[src/rtl/axis_cplx_ref_mult.sv]
// AXI-Stream complex multiplier: each input sample times the matching entry of a BRAM-held
// reference sequence (optional conjugate). Define CMULT_SAT_EN for saturating narrowing and sat_flag.
module axis_cplx_ref_mult #(
   parameter int DATA_W    = 16,
   parameter int REF_W     = 16,
   parameter int OUT_W     = 32,
   parameter int OUT_SHIFT = 0,
   parameter int SEQ_LEN   = 1024,
   parameter int ADDR_W    = 10
) (
   input  logic                  m00_axis_aclk,
   input  logic                  m00_axis_areset,
   input  logic [2*DATA_W-1:0]   S00_AXIS_tdata,
   input  logic                  S00_AXIS_tvalid,
   output logic                  S00_AXIS_tready,
   input  logic                  S00_AXIS_tlast,
   output logic [2*OUT_W-1:0]    M00_AXIS_tdata,
   output logic                  M00_AXIS_tvalid,
   input  logic                  M00_AXIS_tready,
   output logic                  M00_AXIS_tlast,
   output logic [ADDR_W-1:0]     bram_addr,
   output logic                  bram_en,
   input  logic [2*REF_W-1:0]    bram_dout,
   input  logic                  conj_en
`ifdef CMULT_SAT_EN
   ,
   output logic                  sat_flag
`endif
);

   localparam int PW = DATA_W + REF_W;
   localparam int FW = DATA_W + REF_W + 1;

   logic w_adv;
   logic w_accept;
   logic w_idx_last;
   logic w_mode_cur;

   logic [ADDR_W-1:0] r_idx;
   logic              r_mode;

   logic                     r1_valid;
   logic signed [DATA_W-1:0] r1_xi;
   logic signed [DATA_W-1:0] r1_xq;
   logic                     r1_last;
   logic                     r1_mode;

   logic                 r2_valid;
   logic signed [PW-1:0] r2_p_ii;
   logic signed [PW-1:0] r2_p_qq;
   logic signed [PW-1:0] r2_p_iq;
   logic signed [PW-1:0] r2_p_qi;
   logic                 r2_last;
   logic                 r2_mode;

   logic             r3_valid;
   logic [OUT_W-1:0] r3_i;
   logic [OUT_W-1:0] r3_q;
   logic             r3_last;

   logic signed [REF_W-1:0] w_ri;
   logic signed [REF_W-1:0] w_rq;
   logic signed [PW-1:0]    w_xi_e;
   logic signed [PW-1:0]    w_xq_e;
   logic signed [PW-1:0]    w_ri_e;
   logic signed [PW-1:0]    w_rq_e;

   logic signed [FW-1:0] w_ii_e;
   logic signed [FW-1:0] w_qq_e;
   logic signed [FW-1:0] w_iq_e;
   logic signed [FW-1:0] w_qi_e;
   logic signed [FW-1:0] w_sum_i;
   logic signed [FW-1:0] w_sum_q;
   logic signed [FW-1:0] w_sh_i;
   logic signed [FW-1:0] w_sh_q;
   logic [OUT_W-1:0]     w_o_i;
   logic [OUT_W-1:0]     w_o_q;

   // A single enable for every stage keeps the BRAM output aligned with stage 1 across stalls.
   assign w_adv           = M00_AXIS_tready | ~r3_valid;
   assign w_accept        = S00_AXIS_tvalid & w_adv;
   assign S00_AXIS_tready = w_adv;
   assign bram_en         = w_adv;
   assign bram_addr       = r_idx;

   assign w_idx_last = (r_idx == ADDR_W'(SEQ_LEN - 1));
   assign w_mode_cur = (r_idx == '0) ? conj_en : r_mode;

   always_ff @(posedge m00_axis_aclk or posedge m00_axis_areset) begin
      if (m00_axis_areset) begin
         r_idx  <= '0;
         r_mode <= 1'b0;
      end else if (w_accept) begin
         r_mode <= w_mode_cur;
         if (S00_AXIS_tlast || w_idx_last) begin
            r_idx <= '0;
         end else begin
            r_idx <= r_idx + ADDR_W'(1);
         end
      end
   end

   always_ff @(posedge m00_axis_aclk or posedge m00_axis_areset) begin
      if (m00_axis_areset) begin
         r1_valid <= 1'b0;
         r1_xi    <= '0;
         r1_xq    <= '0;
         r1_last  <= 1'b0;
         r1_mode  <= 1'b0;
      end else if (w_adv) begin
         r1_valid <= w_accept;
         if (w_accept) begin
            r1_xi   <= S00_AXIS_tdata[DATA_W-1:0];
            r1_xq   <= S00_AXIS_tdata[2*DATA_W-1:DATA_W];
            r1_last <= w_idx_last | S00_AXIS_tlast;
            r1_mode <= w_mode_cur;
         end
      end
   end

   assign w_ri   = bram_dout[REF_W-1:0];
   assign w_rq   = bram_dout[2*REF_W-1:REF_W];
   assign w_xi_e = PW'(r1_xi);
   assign w_xq_e = PW'(r1_xq);
   assign w_ri_e = PW'(w_ri);
   assign w_rq_e = PW'(w_rq);

   always_ff @(posedge m00_axis_aclk or posedge m00_axis_areset) begin
      if (m00_axis_areset) begin
         r2_valid <= 1'b0;
         r2_p_ii  <= '0;
         r2_p_qq  <= '0;
         r2_p_iq  <= '0;
         r2_p_qi  <= '0;
         r2_last  <= 1'b0;
         r2_mode  <= 1'b0;
      end else if (w_adv) begin
         r2_valid <= r1_valid;
         if (r1_valid) begin
            r2_p_ii <= w_xi_e * w_ri_e;
            r2_p_qq <= w_xq_e * w_rq_e;
            r2_p_iq <= w_xi_e * w_rq_e;
            r2_p_qi <= w_xq_e * w_ri_e;
            r2_last <= r1_last;
            r2_mode <= r1_mode;
         end
      end
   end

   assign w_ii_e = FW'(r2_p_ii);
   assign w_qq_e = FW'(r2_p_qq);
   assign w_iq_e = FW'(r2_p_iq);
   assign w_qi_e = FW'(r2_p_qi);

   always_comb begin
      w_sum_i = '0;
      w_sum_q = '0;
      if (r2_mode) begin
         w_sum_i = w_ii_e + w_qq_e;
         w_sum_q = w_qi_e - w_iq_e;
      end else begin
         w_sum_i = w_ii_e - w_qq_e;
         w_sum_q = w_iq_e + w_qi_e;
      end
   end

   assign w_sh_i = w_sum_i >>> OUT_SHIFT;
   assign w_sh_q = w_sum_q >>> OUT_SHIFT;

`ifdef CMULT_SAT_EN
   // Compare in a width wider than both FW and OUT_W so the bounds are exact either way round.
   localparam int XW = ((FW > OUT_W) ? FW : OUT_W) + 1;
   localparam logic signed [XW-1:0] SAT_MAX = {{(XW-OUT_W+1){1'b0}}, {(OUT_W-1){1'b1}}};
   localparam logic signed [XW-1:0] SAT_MIN = {{(XW-OUT_W+1){1'b1}}, {(OUT_W-1){1'b0}}};

   logic signed [XW-1:0] w_x_i;
   logic signed [XW-1:0] w_x_q;
   logic                 w_sat_i;
   logic                 w_sat_q;
   logic                 r_sat;

   assign w_x_i = XW'(w_sh_i);
   assign w_x_q = XW'(w_sh_q);

   always_comb begin
      w_o_i   = w_x_i[OUT_W-1:0];
      w_sat_i = 1'b0;
      if (w_x_i > SAT_MAX) begin
         w_o_i   = SAT_MAX[OUT_W-1:0];
         w_sat_i = 1'b1;
      end else if (w_x_i < SAT_MIN) begin
         w_o_i   = SAT_MIN[OUT_W-1:0];
         w_sat_i = 1'b1;
      end
   end

   always_comb begin
      w_o_q   = w_x_q[OUT_W-1:0];
      w_sat_q = 1'b0;
      if (w_x_q > SAT_MAX) begin
         w_o_q   = SAT_MAX[OUT_W-1:0];
         w_sat_q = 1'b1;
      end else if (w_x_q < SAT_MIN) begin
         w_o_q   = SAT_MIN[OUT_W-1:0];
         w_sat_q = 1'b1;
      end
   end

   always_ff @(posedge m00_axis_aclk or posedge m00_axis_areset) begin
      if (m00_axis_areset) begin
         r_sat <= 1'b0;
      end else if (w_adv && r2_valid && (w_sat_i || w_sat_q)) begin
         r_sat <= 1'b1;
      end
   end

   assign sat_flag = r_sat;
`else
   assign w_o_i = OUT_W'(w_sh_i);
   assign w_o_q = OUT_W'(w_sh_q);
`endif

   always_ff @(posedge m00_axis_aclk or posedge m00_axis_areset) begin
      if (m00_axis_areset) begin
         r3_valid <= 1'b0;
         r3_i     <= '0;
         r3_q     <= '0;
         r3_last  <= 1'b0;
      end else if (w_adv) begin
         r3_valid <= r2_valid;
         if (r2_valid) begin
            r3_i    <= w_o_i;
            r3_q    <= w_o_q;
            r3_last <= r2_last;
         end
      end
   end

   assign M00_AXIS_tvalid = r3_valid;
   assign M00_AXIS_tdata  = {r3_q, r3_i};
   assign M00_AXIS_tlast  = r3_last;

endmodule

[config.mk]
export PLATFORM = sky130hd
export DESIGN_NAME = axis_cplx_ref_mult
export DESIGN_NICKNAME = d
export VERILOG_FILES = /design/src/rtl/axis_cplx_ref_mult.sv
export SDC_FILE = /design/constraint.sdc
export NUM_CORES = 2
export LEC_CHECK = 0
export ABC_AREA = 1
export BUFFER_PORTS_ARGS = -buffer_cell sky130_fd_sc_hd__buf_2
export CORE_AREA = 5 5 400 599
export DETAILED_ROUTE_END_ITERATION = 8
export DIE_AREA = 0 0 405 604
export GPL_TIMING_DRIVEN = 0
export PLACE_DENSITY_LB_ADDON = 0.12
export SETUP_SLACK_MARGIN = 0.2
export SLEW_MARGIN = 40
export SYNTH_ARGS = -nofsm -noshare
export SYNTH_HDL_FRONTEND = slang
export SYNTH_SLANG_ARGS = --single-unit
[constraint.sdc]
create_clock -name m00_axis_aclk -period 17.65 [get_ports m00_axis_aclk]
set_input_delay 3.53 -clock m00_axis_aclk [delete_from_list [all_inputs] [get_ports m00_axis_aclk]]
set_output_delay 3.53 -clock m00_axis_aclk [all_outputs]
set_load 0.03 [all_outputs]
== Yosys cells after proc, flatten, opt, wreduce, memory -nomap -nowiden ==
Cells that the tools add are included.
W data, S select, Z words.
Storage, ports and cells
  register bits after elaboration: 243
  input bits: 70
  output and inout port bits: 78
  word-level logic and storage cells: 41
Operators by class
  $add $sub $neg: 5
  multipliers: 4
  equality and inequality tests: 1
  muxes and demuxes: 4
  bitwise logic cells: 4
  reductions and logical operators: 5
Operators with widths (number)
  $mul A16 B16 Y32: 4
  $add A32 B32 Y32: 2
  $mux W32: 2
  $sub A32 B32 Y32: 2
  $add A10 B1 Y10 const B: 1
  $eq A10 B10 Y1 const B: 1
  $logic_not A10 Y1: 1
  $mux W10: 1
  $reduce_and A2 Y1: 3
  $or A1 B1 Y1: 2
  $and A1 B1 Y1: 1
  $logic_or A1 B1 Y1: 1
  $mux W1: 1
  $not A1 Y1: 1

== Depth between registers and ports, before layout ==
  word-level depth: 4
  mapped depth: 28
  gate-level depth less buffers: 26

== Worst setup path before layout ==
Ideal clock, no wire load.
  path kind: input-to-reg
  start: input bram_dout[6]
  end: register r2_p_qi[30]
  library setup time: 0.118 ns
  arrival: 8.434 ns
  data required time: 17.532 ns
  setup slack: 9.098 ns
  stages: 23
  path buffers: 1
  cell sequence: clkbuf_1 > nand2_1 > fa_1 > inv_1 > fa_1 > inv_1 > fa_1 > fa_1 > inv_1 > fa_1 > inv_1 > fa_1 > inv_1 > ha_1 > nand2_1 > nor2_1 > nand2_1 > nor4_1 > nand2_1 > nand2_1 > nand2_1 > nand3_1 > nand2_1
Between the ends
  word-level cells in the longest chain between the ends: 1
RTL lines
  start, declared: line 23  | input logic [2*REF_W-1:0] bram_dout,
  $mul A16 B16 Y32: line 143  | r2_p_qi <= w_xq_e * w_ri_e;
  end signal, assigned: line 143
  end, declared: line 52  | logic signed [PW-1:0] r2_p_qi;
Every way passes these cells.
A chain may end at the register's enable or synchronous reset.

== Worst setup path after layout ==
  start: input bram_dout[3]
  end: register r2_p_ii[30]
Between the ends
  word-level cells in the longest chain between the ends: 1
RTL lines
  $mul A16 B16 Y32: line 140  | r2_p_ii <= w_xi_e * w_ri_e;
  end signal, assigned: line 140
  end, declared: line 49  | logic signed [PW-1:0] r2_p_ii;
Every way passes these cells.

==> results.md <==
- Ordered list of cells on the worst path: buf_2, clkbuf_2, nand2_1, inv_1, fa_1, fa_1, fa_1, fa_1, inv_1, fa_1, inv_1, fa_1, ha_1, a21oi_1, o21a_1, nand2_1, a21oi_1, nand3b_1, nand3_1, nand2_1
- Pin slew with the least headroom to its limit: roughly 950 ps
- Top_reg_cell synth: dfrtp_1
- Post-layout min period: slightly below 10000 ps
- Setup crit start kind: primary input
- WP buf/inv: 5
- Slowest cell on crit path: fa_1
- Crit. Startpoint: bram_dout[3]
- Post-synthesis register bit count: about 240
- Tot GR Track Use: a little over a fifth
- Yosys top cell area share: between 30% and 40%
- Ys async rst share: 100%
- Post-Syn Instances: slightly below 8000
- Max Slew Vio Count: 0
- Initial drt markers: around 3000
- Global route total overflow: 0
- Area added between synthesis and finish: 10.5%
- Routed wire per std cell: around 23 µm
- First-pass GRT wire length: between 300 and 400 mm
- IO Pins: 148
- Largest cells by area after synthesis: fa_1 36%, nand2_1 15%, inv_1 14%
- FP Rows: approximately 220
- Stages on worst setup path: 20
- Htree depth: 1
- Share of the clock period used by the worst path: between 50% and 60%
- Root Driver: clkbuf_16
- Synthesized area per cell: between 7 and 8 µm²
- Die W: about 410 µm
- Max-slew headroom: between 30% and 40%
- Vias per inst: 4.50
- Max Root-Sink Buffers: 3
- Antenna Nets Post-Route: 0
- Cell depth of the worst flop-to-flop path: 20
- DR DRC count: 0
- Clock sinks: between 200 and 250
- Fmax achieved: ~0.1 GHz
- Seq/Total Area, Yosys: a little over a tenth
- Outcome: completed
- Post-synth EDFFs: 0
- GPL Wtd Cong: approximately 0.94
- Layout Nets: approximately 9700
- Crit path max-delay family: adder cells
- Initial Utilization: 24.8%
- FF-to-FF End: r2_p_qq[30]
- Crit Path Class: primary input to register
- Core Box Area: approximately 230000 µm²
- CTS tree: yes
- Endpoints failing hold: 0
- Critical Path End: r2_p_ii[30]
- Clk_skew: between 30 and 40 ps
- Vias in the first global route: between 50000 and 60000
- CTS Buf Count: 31
- Final number of setup-violating endpoints: 0
- HPWL Detailed: ~230 mm
- First-pass DRT Iterations: 6
- CP endpoint kind: register
- Clock transition at path regs: roughly 60 ps
- Die Y-Extent: around 600 µm
- Setup Buffers After CTS: 0
- Max-Cap Viols: 0
- Worst path most repeated cell: fa_1
- Post-Syn Area: just under 60000 µm²
- Syn. warnings: 0
- Worst min path class: register to register
- Antenna violations before repair: 21
- Post-CTS Hold Fix Bufs: 0
- Worst EP required: about 18000 ps
- Final TNS setup: 0 ps
- Pin count of the biggest net entering global routing: 57
- Post-CTS sizing: 0
- Syn Nets: around 9500
- RSZ-0062 raised after global routing: false
- Final Cell Area: approximately 64000 µm²
- CP max stage delay: around 920 ps
- Post-DP Area: about 63000 µm²
- Yosys cell types: 49
- Die area: between 200000 and 250000 µm²
- FF-to-FF Start: r1_xq[15]
- R2r setup slk: approximately 10000 ps
- Clk_lat worst skew: 660 ps
- Via count: slightly above 50000
- Top cell type by total area after synthesis: fa_1
- Layout cells sized above 1: 5.60%
- Total wire length: between 200 and 300 mm
- Max FO, Critical Path: 11
- WP data arrival: between 10000 and 15000 ps
- PortBufs: 145
==> worst min-delay path by stage <==
stage	startpoint	end	slack, ps	depth (start not counted)
floorplan	r2_valid	M00_AXIS_tvalid	440	2
global placement	r2_valid	M00_AXIS_tvalid	460	2
detailed placement	r3_i[20]	r3_i[20]	460	2
CTS	r3_i[20]	r3_i[20]	480	2
global route	r3_q[17]	r3_q[17]	490	2
finish	r3_i[20]	r3_i[20]	470	2
==> routing by layer <==
metal  up-vias  routed length, µm  global-route usage [%]  share of wire, %
met4         8              13900                    9.34               5.3
met1     25559             101000                    24.6                39
li1      23483                  -                       -                 -
met3       311              11800                    2.50               4.5
met2      1291             135000                    39.3                52
met5         -                 46                       0             0.018
==> metrics by stage <==
step                setup WS [ps]  hold slack [ps]  instances  util (%)
finish                       7790              469      11264      27.4
global route                 7670              489      11253      27.4
CTS                          7900              477      11250      27.4
detailed placement           7210              461      11194      27.0
global placement             3260              463      11185      26.8
floorplan                    7480              442       7960         -
==> layout make-up <==
class / instances / area, µm²
diodes: 12 / 30.0
plain buffers: 271 / 1270
clock buffers: 42 / 887
clock inverters: 14 / 195
fillers: 26257 / 170000
inverters: 2140 / 8040
multi-input cells: 5307 / 42900
flip-flops and latches: 242 / 6060
well taps: 3080 / 3850
repair buffers: 156 / 976
==> worst min-delay path, cell delays in order, from the launching register on <==
cell and delay [ps]:
dfrtp_1 330, nand2_1 50, nand2_1 50
==> kinds of logic after synthesis <==
| logic type | synth area share [%] |
|---|---|
| flops | 10.4 |
| fa+ha+maj | 44.7 |
| compound gates | 3.66 |
| xor+xnor | 2.03 |
| buf+inv | 15.8 |
| simple gates | 23.5 |
| mux | 0.0172 |
==> cells in the mapped netlist (23+ instances only) <==
cell	count
nand2_1	2392
o21ai_1	41
xor2_1	72
nand3_1	339
nand3b_1	23
o21bai_1	26
buf_2	31
nand4_1	97
ha_1	394
a21oi_1	158
nor2_1	358
o21ai_0	130
dfrtp_1	242
fa_1	1050
xnor2_1	63
nor3_1	46
inv_1	2124
clkbuf_1	221
==> sequential cells by signal, summed over array words and instances, names as in the netlist, named ones only <==
| register | cells |
|---|---|
| r2_p_qq | 32 |
| bram_addr | 10 |
| r2_p_qi | 32 |
| r3_i | 32 |
| r2_p_iq | 32 |
| r1_xq | 16 |
| r2_p_ii | 32 |
| r1_xi | 16 |
| r1_valid | 1 |
| M00_AXIS_tvalid | 1 |
| r2_mode | 1 |
| M00_AXIS_tlast | 1 |
| r2_valid | 1 |
| r2_last | 1 |
| r3_q | 32 |
| r1_last | 1 |
==> cell usage in the layout, fill, tap and decap left out, types with 63 or more instances in the layout <==
| cell | instances |
|---|---|
| o21ai_0 | 130 |
| xnor2_1 | 63 |
| ha_1 | 394 |
| clkbuf_1 | 107 |
| inv_1 | 2123 |
| fa_1 | 1050 |
| a21oi_1 | 158 |
| clkbuf_2 | 119 |
| nand4_1 | 97 |
| buf_2 | 178 |
| nand3_1 | 339 |
| nand2_1 | 2392 |
| nor2_1 | 358 |
| xor2_1 | 72 |
| dfrtp_1 | 242 |
Power is not shown: default switching activity piles up to over one toggle a cycle in this logic, so the estimate is an artifact.
